**config.mk**
```make
export PLATFORM = sky130hd
export DESIGN_NAME = prio_interrupt_controller
export DESIGN_NICKNAME = d
export VERILOG_FILES = /design/src/rtl/prio_interrupt_controller.sv
export SDC_FILE = /design/constraint.sdc
export NUM_CORES = 2
export LEC_CHECK = 0
export ABC_AREA = 0
export CAP_MARGIN = 5
export CORE_AREA = 4 4 351 353
export DETAILED_ROUTE_END_ITERATION = 12
export DIE_AREA = 0 0 355 357
export PLACE_DENSITY_LB_ADDON = 0.3
export SYNTH_ARGS = -nofsm -noshare
export SYNTH_HDL_FRONTEND = slang
export SYNTH_SLANG_ARGS = --single-unit
export TNS_END_PERCENT = 5
```
**constraint.sdc**
```tcl
create_clock -name clk -period 38 [get_ports clk]
set_clock_uncertainty 0.05 [all_clocks]
set_input_delay 7.6 -clock clk [delete_from_list [all_inputs] [get_ports clk]]
set_output_delay 7.6 -clock clk [all_outputs]
set_load 0.005 [all_outputs]
```
**src/rtl/prio_interrupt_controller.sv**
```systemverilog
// prio_interrupt_controller
//
// Purpose:
//   Priority interrupt controller sitting between device interrupt lines,
//   the memory-bus config path and the core's interrupt handshake. Each
//   line can be edge or level triggered. Each line has a programmable
//   priority (0 = most urgent). A global threshold filters out lines whose
//   priority is not below it. One interrupt at a time is presented to the
//   core, together with its vector PC and line ID.
//
// Ports:
//   clk, rst            clock, synchronous active-high reset
//   irq_lines           raw device interrupt lines
//   cfg_we/sel/id/wdata config write port
//                       sel: 0 mask, 1 mode (1=level), 2 vector, 3 priority,
//                       4 threshold
//   cfg_rdata           combinational read of the register chosen by
//                       cfg_sel/cfg_id
//   pending             current pending vector
//   signal_interrupt    one-cycle request pulse to the core
//   int_accepted        core has taken the interrupt
//   interrupt_serviced  core finished the handler
//   interrupt_PC        vector of the active interrupt (0 when idle)
//   active_id           ID of the active interrupt
//   in_service          an interrupt is being signalled or serviced
//
// Optional feature macro: INT_ACCEPT_TIMEOUT_EN
//   When defined, WAIT_ACCEPT gives up after TIMEOUT_CYCLES cycles without
//   int_accepted. It returns to IDLE, keeps pending, and sets a sticky flag
//   that reads as cfg_rdata[31] with cfg_sel=4. Any threshold write clears
//   the flag.

module prio_interrupt_controller #(
  parameter int INTERRUPT_LINES = 32,
  parameter int INTERRUPT_BITS  = $clog2(INTERRUPT_LINES),
  parameter int PRIO_BITS       = 3,
  parameter int TIMEOUT_CYCLES  = 64
) (
  input  logic                       clk,
  input  logic                       rst,
  input  logic [INTERRUPT_LINES-1:0] irq_lines,
  input  logic                       cfg_we,
  input  logic [2:0]                 cfg_sel,
  input  logic [INTERRUPT_BITS-1:0]  cfg_id,
  input  logic [31:0]                cfg_wdata,
  output logic [31:0]                cfg_rdata,
  output logic [INTERRUPT_LINES-1:0] pending,
  output logic                       signal_interrupt,
  input  logic                       int_accepted,
  input  logic                       interrupt_serviced,
  output logic [31:0]                interrupt_PC,
  output logic [INTERRUPT_BITS-1:0]  active_id,
  output logic                       in_service
);

  localparam int L = INTERRUPT_LINES;

  typedef enum logic [1:0] {IDLE, SIGNAL, WAIT_ACCEPT, IN_SERVICE} state_t;

  state_t                    state_q, state_d;
  logic [L-1:0]              mask_q, mask_d;
  logic [L-1:0]              mode_q, mode_d;
  logic [L-1:0]              pending_q, pending_d;
  logic [L-1:0]              irq_prev_q;
  logic [31:0]               vector_q [L];
  logic [31:0]               vector_d [L];
  logic [PRIO_BITS-1:0]      prio_q [L];
  logic [PRIO_BITS-1:0]      prio_d [L];
  logic [PRIO_BITS:0]        threshold_q, threshold_d;
  logic [INTERRUPT_BITS-1:0] active_id_q, active_id_d;

  logic                      id_valid;
  logic                      found;
  logic [INTERRUPT_BITS-1:0] best_id;
  logic [PRIO_BITS-1:0]      best_prio;
  logic                      service_done;
  logic                      timeout_expired;
  logic                      timeout_flag;

  // A non-power-of-two line count leaves some IDs without a backing line.
  assign id_valid = (int'(cfg_id) < L);

  // Config registers: a write lands at the next edge.
  always_comb begin
    mask_d      = mask_q;
    mode_d      = mode_q;
    vector_d    = vector_q;
    prio_d      = prio_q;
    threshold_d = threshold_q;
    if (cfg_we) begin
      case (cfg_sel)
        3'd0: mask_d = L'(cfg_wdata);
        3'd1: mode_d = L'(cfg_wdata);
        3'd2: if (id_valid) vector_d[cfg_id] = cfg_wdata;
        3'd3: if (id_valid) prio_d[cfg_id] = cfg_wdata[PRIO_BITS-1:0];
        3'd4: threshold_d = cfg_wdata[PRIO_BITS:0];
        default: ;
      endcase
    end
  end

  // Winner search: strict less-than keeps the lowest ID on a priority tie.
  always_comb begin
    found     = 1'b0;
    best_id   = '0;
    best_prio = '0;
    for (int i = 0; i < L; i++) begin
      if (pending_q[i] && mask_q[i] && ({1'b0, prio_q[i]} < threshold_q) &&
          (!found || (prio_q[i] < best_prio))) begin
        found     = 1'b1;
        best_id   = INTERRUPT_BITS'(i);
        best_prio = prio_q[i];
      end
    end
  end

  // Handshake FSM and its outputs. Arbitration only happens in IDLE, so an
  // active interrupt is never preempted.
  always_comb begin
    state_d          = state_q;
    active_id_d      = active_id_q;
    service_done     = 1'b0;
    signal_interrupt = 1'b0;
    in_service       = 1'b0;
    interrupt_PC     = '0;
    case (state_q)
      IDLE: begin
        if (found) begin
          active_id_d = best_id;
          state_d     = SIGNAL;
        end
      end
      SIGNAL: begin
        signal_interrupt = 1'b1;
        in_service       = 1'b1;
        interrupt_PC     = vector_q[active_id_q];
        state_d          = WAIT_ACCEPT;
      end
      WAIT_ACCEPT: begin
        in_service   = 1'b1;
        interrupt_PC = vector_q[active_id_q];
        if (int_accepted) begin
          state_d = IN_SERVICE;
        end else if (timeout_expired) begin
          state_d = IDLE;
        end
      end
      IN_SERVICE: begin
        in_service   = 1'b1;
        interrupt_PC = vector_q[active_id_q];
        if (interrupt_serviced) begin
          service_done = 1'b1;
          state_d      = IDLE;
        end
      end
      default: state_d = IDLE;
    endcase
  end

  // Pending update. For a line in edge mode, a fresh rising edge overrides
  // the service clear. Level lines just follow the masked input. Dropping the
  // mask or changing the mode wipes the bit in the same edge.
  always_comb begin
    pending_d = '0;
    for (int i = 0; i < L; i++) begin
      if (mode_q[i]) begin
        pending_d[i] = irq_lines[i] & mask_q[i];
      end else begin
        pending_d[i] = pending_q[i] &
                       ~(service_done && (active_id_q == INTERRUPT_BITS'(i)));
        if (irq_lines[i] && !irq_prev_q[i] && mask_q[i]) begin
          pending_d[i] = 1'b1;
        end
      end
      if (!mask_d[i] || (mode_d[i] != mode_q[i])) begin
        pending_d[i] = 1'b0;
      end
    end
  end

`ifdef INT_ACCEPT_TIMEOUT_EN
  localparam int CNT_BITS = $clog2(TIMEOUT_CYCLES + 1);

  logic [CNT_BITS-1:0] wait_cnt_q, wait_cnt_d;
  logic                timeout_q, timeout_d;

  // wait_cnt counts completed WAIT_ACCEPT cycles. It expires on the last one.
  // If a threshold write lands in the same edge as an expiry, the expiry wins.
  assign timeout_expired = (state_q == WAIT_ACCEPT) &&
                           (wait_cnt_q == CNT_BITS'(TIMEOUT_CYCLES - 1));
  assign timeout_flag    = timeout_q;

  always_comb begin
    wait_cnt_d = '0;
    if ((state_q == WAIT_ACCEPT) && (state_d == WAIT_ACCEPT)) begin
      wait_cnt_d = wait_cnt_q + 1'b1;
    end
    timeout_d = timeout_q;
    if (cfg_we && (cfg_sel == 3'd4)) begin
      timeout_d = 1'b0;
    end
    if (timeout_expired && !int_accepted) begin
      timeout_d = 1'b1;
    end
  end

  always_ff @(posedge clk) begin
    if (rst) begin
      wait_cnt_q <= '0;
      timeout_q  <= 1'b0;
    end else begin
      wait_cnt_q <= wait_cnt_d;
      timeout_q  <= timeout_d;
    end
  end
`else
  assign timeout_expired = 1'b0;
  assign timeout_flag    = 1'b0;
`endif

  // State and configuration registers.
  always_ff @(posedge clk) begin
    if (rst) begin
      state_q     <= IDLE;
      mask_q      <= '0;
      mode_q      <= '0;
      pending_q   <= '0;
      irq_prev_q  <= '0;
      threshold_q <= {1'b1, {PRIO_BITS{1'b0}}};
      active_id_q <= '0;
      for (int i = 0; i < L; i++) begin
        vector_q[i] <= '0;
        prio_q[i]   <= '0;
      end
    end else begin
      state_q     <= state_d;
      mask_q      <= mask_d;
      mode_q      <= mode_d;
      pending_q   <= pending_d;
      irq_prev_q  <= irq_lines;
      threshold_q <= threshold_d;
      active_id_q <= active_id_d;
      vector_q    <= vector_d;
      prio_q      <= prio_d;
    end
  end

  // Config readback.
  always_comb begin
    cfg_rdata = '0;
    case (cfg_sel)
      3'd0: cfg_rdata = 32'(mask_q);
      3'd1: cfg_rdata = 32'(mode_q);
      3'd2: if (id_valid) cfg_rdata = vector_q[cfg_id];
      3'd3: if (id_valid) cfg_rdata = 32'(prio_q[cfg_id]);
      3'd4: cfg_rdata = {timeout_flag, 31'(threshold_q)};
      default: cfg_rdata = '0;
    endcase
  end

  assign pending   = pending_q;
  assign active_id = active_id_q;

endmodule

```
==> impl_metrics.env <==
export IMPL_grt_max_degree=157
export IMPL_worstPathBufferInverterCount=32
export IMPL_grt_overflow=0
export IMPL_layout_cells_non_filler=9585
export IMPL_rows=127
export IMPL_netlist_instances=7901
export IMPL_numCtsBuffers=134
export IMPL_core_area_sq_um=120000
export IMPL_cts_sinks=1259
export IMPL_ys_async_sr_fraction=0
export IMPL_ys_seq_area_frac=0.371
export IMPL_critPathSlowestCell="a2111oi_4"
export IMPL_powerDensity_nw_per_um2=36.7
export IMPL_cpMostUsedCell="ha_4"
export IMPL_io_pins=180
export IMPL_synth_edf_count=0
export IMPL_die_w_microns=355
export IMPL_die_area_sq_um=127000
export IMPL_relSlewSlack=-0.0722
export IMPL_ys_ff_latch=1259
export IMPL_synthToLayoutAreaGrowth_pct=14.7
export IMPL_dpl_hpwl_mm=171
export IMPL_hold_path_class="reg -> reg"
export IMPL_place_congestion=0.987
export IMPL_reg2regPathDepth=229
export IMPL_antenna_found_initial=6
export IMPL_required_ps=38540
export IMPL_synth_xor_area_share=0.000129
export IMPL_vias=67315
export IMPL_hold_ws_ps=413
export IMPL_die_height_microns=357
export IMPL_layout_common_cells="2434 x nand2_1, 1297 x a21oi_1, 1252 x dfxtp_1, 600 x mux4_2, 368 x buf_4"
export IMPL_clockRootBuffer="clkbuf_16"
export IMPL_firstDrtPassIters=13
export IMPL_reg2reg_from="threshold_q[1]$_SDFFE_PP0P_"
export IMPL_crit_arrival_ps=38060
export IMPL_place_inst=9211
export IMPL_status="complete, but fails checks"
export IMPL_ys_warn_count=0
export IMPL_port_buffer_count=179
export IMPL_cp_depth=229
export IMPL_drive_above_1_share=0.191
export IMPL_period_share=0.987
export IMPL_clockBufferDepth=3
export IMPL_grt_total_usage=0.436
export IMPL_violations="DRC, slew limit"
export IMPL_critPathKind="reg -> reg"
export IMPL_synth_compound_area_share=0.175
export IMPL_wl_mm=287
export IMPL_crit_fanout=5
export IMPL_p_leak_nw=24.7
export IMPL_fin_tns_setup_ps=0
export IMPL_endpoint_kind="flip-flop"
export IMPL_worst_path_largest_cell_delay_ps=440
export IMPL_wl_per_cell_microns=30.0
export IMPL_postSynth_topFlopCell="dfxtp_1"
export IMPL_drcViolationCount=2
export IMPL_r2r_slack_ps=480
export IMPL_max_freq_mhz=26.7
export IMPL_crit_family="compound AO/OA/AOI/OAI gates"
export IMPL_drv_slew=3
export IMPL_hold_buffers=0
export IMPL_total_power_w=0.00286
export IMPL_holdPathStages=2
export IMPL_endpoint="active_id[3]$_SDFFE_PP0P_"
export IMPL_worst_slew_pin_slew_ps=1610
export IMPL_cts_tree="done"
export IMPL_mostFrequentLayoutCell="nand2_1"
export IMPL_period_needed_ps=37520
export IMPL_grt_first_pass_wirelength_mm=411
export IMPL_worstSetupStartpointType="flip-flop"
export IMPL_synth_area_mux_share=0.211
export IMPL_maxCapViolations=0
export IMPL_startpoint="threshold_q[1]$_SDFFE_PP0P_"
export IMPL_postLayoutCoreUtil=0.651
export IMPL_synth_top_family_by_area="multiplexers"
export IMPL_synth_area_sq_um=68000
export IMPL_grt_pass1_vias=62937
export IMPL_r2r_end="active_id[3]$_SDFFE_PP0P_"
export IMPL_synthAdderAreaFrac=0.0206
export IMPL_vias_per_cell=7.02
export IMPL_hold_viol=0
export IMPL_initial_core_util=0.568
export IMPL_rsz0062_at_grt="yes"
export IMPL_vdd_ir_drop_max_mv=0.0334
export IMPL_nets=8041
export IMPL_clkLatencyLatePin_ps=760
export IMPL_synth_avg_cell_area_sq_um=8.61
export IMPL_setup_violations=0
export IMPL_ant_nets=0
export IMPL_synth_cell_types=108
export IMPL_synth_simple_area_share=0.179
export IMPL_htreeDepth=4
export IMPL_syn_nets=8086
export IMPL_clk_pin_slew_worst_paths_ps=60
export IMPL_drt_iter0_drc=11949
worst reg2reg max path, delay by kind of cell, from the launching register on:
family	cells	cell delay, ps
buffers and inverters	32	3090
AOI/OAI and AO/OA	95	15990
muxes	14	3770
DFF	1	360
and+or+nand+nor	58	7210
adders and majority gates	30	6870
metrics by stage:
stage	setup WS [ps]	cell area, sq um
floorplan	16.2	68200
global placement	-164	71500
detailed placement	-730	71500
finish	484	78000
global route	-1280	78000
CTS	1.46	76700
report_power, final:
part	switching, W	internal [W]	total (W)
logic	0.000117	0.0000393	0.000156
clock network	0.000571	0.000806	0.00138
registers	0.00000452	0.00132	0.00133
total	0.000693	0.00217	0.00286
worst min-delay path by stage:
stage                                           from                    endpoint  slack, ps
final                     vector_q[394]$_SDFFE_PP0P_  vector_q[394]$_SDFFE_PP0P_        410
after floorplan           vector_q[160]$_SDFFE_PP0P_  vector_q[160]$_SDFFE_PP0P_        390
after CTS                 vector_q[557]$_SDFFE_PP0P_  vector_q[557]$_SDFFE_PP0P_        410
after detailed placement  vector_q[557]$_SDFFE_PP0P_  vector_q[557]$_SDFFE_PP0P_        400
after global placement    vector_q[230]$_SDFFE_PP0P_  vector_q[230]$_SDFFE_PP0P_        400
after global routing      vector_q[937]$_SDFFE_PP0P_  vector_q[937]$_SDFFE_PP0P_        430
per-layer routing:
layer | wire (microns) | track usage
met1 | 94200 | 0.525
met2 | 118000 | 0.620
met4 | 26300 | 0.323
met3 | 48700 | 0.186
met5 | 539 | 0.0253
logic make-up (layout without fill, tap and decap cells):
kind of cell,after synthesis,count (layout)
DFF,1259,1259
adders and majority gates,113,113
buffers and inverters,803,863
xor gates and xnor gates,1,1
muxes,678,678
AOI/OAI and AO/OA,2010,2010
other,0,12
and+or+nand+nor,3037,3037
layout make-up:
type                       instances  area [sq um]
antenna                           12          30.0
clock buffer                     197          4000
clock inverter                    44           584
fill                            9619         41800
inverter                          69           270
multi-input combinational       5839         41200
sequential                      1259         25200
tap                             1612          2020
timing repair buffer             553          4640
state kept, by name, indices dropped and copies added, names as in the netlist:
name and count:
mask_q 32, threshold_q 4, prio_q 96, irq_prev_q 32, vector_q 1024, active_id 5
mode_q 32, pending 32, state_q 2
synth_stat cells, drive strengths merged (61+ instances only):
cell,count,area [sq um]
a221oi,63,552
o21ai,195,987
mux2i,61,627
nand3,64,320
ha,108,1350
inv,69,259
a21oi,1322,6630
dfxtp,1259,25200
mux4,600,13500
nand2,2479,9310
a22o,65,569
buf,120,457
clkbuf,614,2300
nor2,248,931
nand2b,62,388
repair_timing:
item,in CTS,in global routing
pin swaps,40,124
setup buffers,62,61
endpoints found under the setup margin,5,5
cloned,0,0
gates resized for setup,43,171
Note: power is estimated with default switching activity, not from simulation.
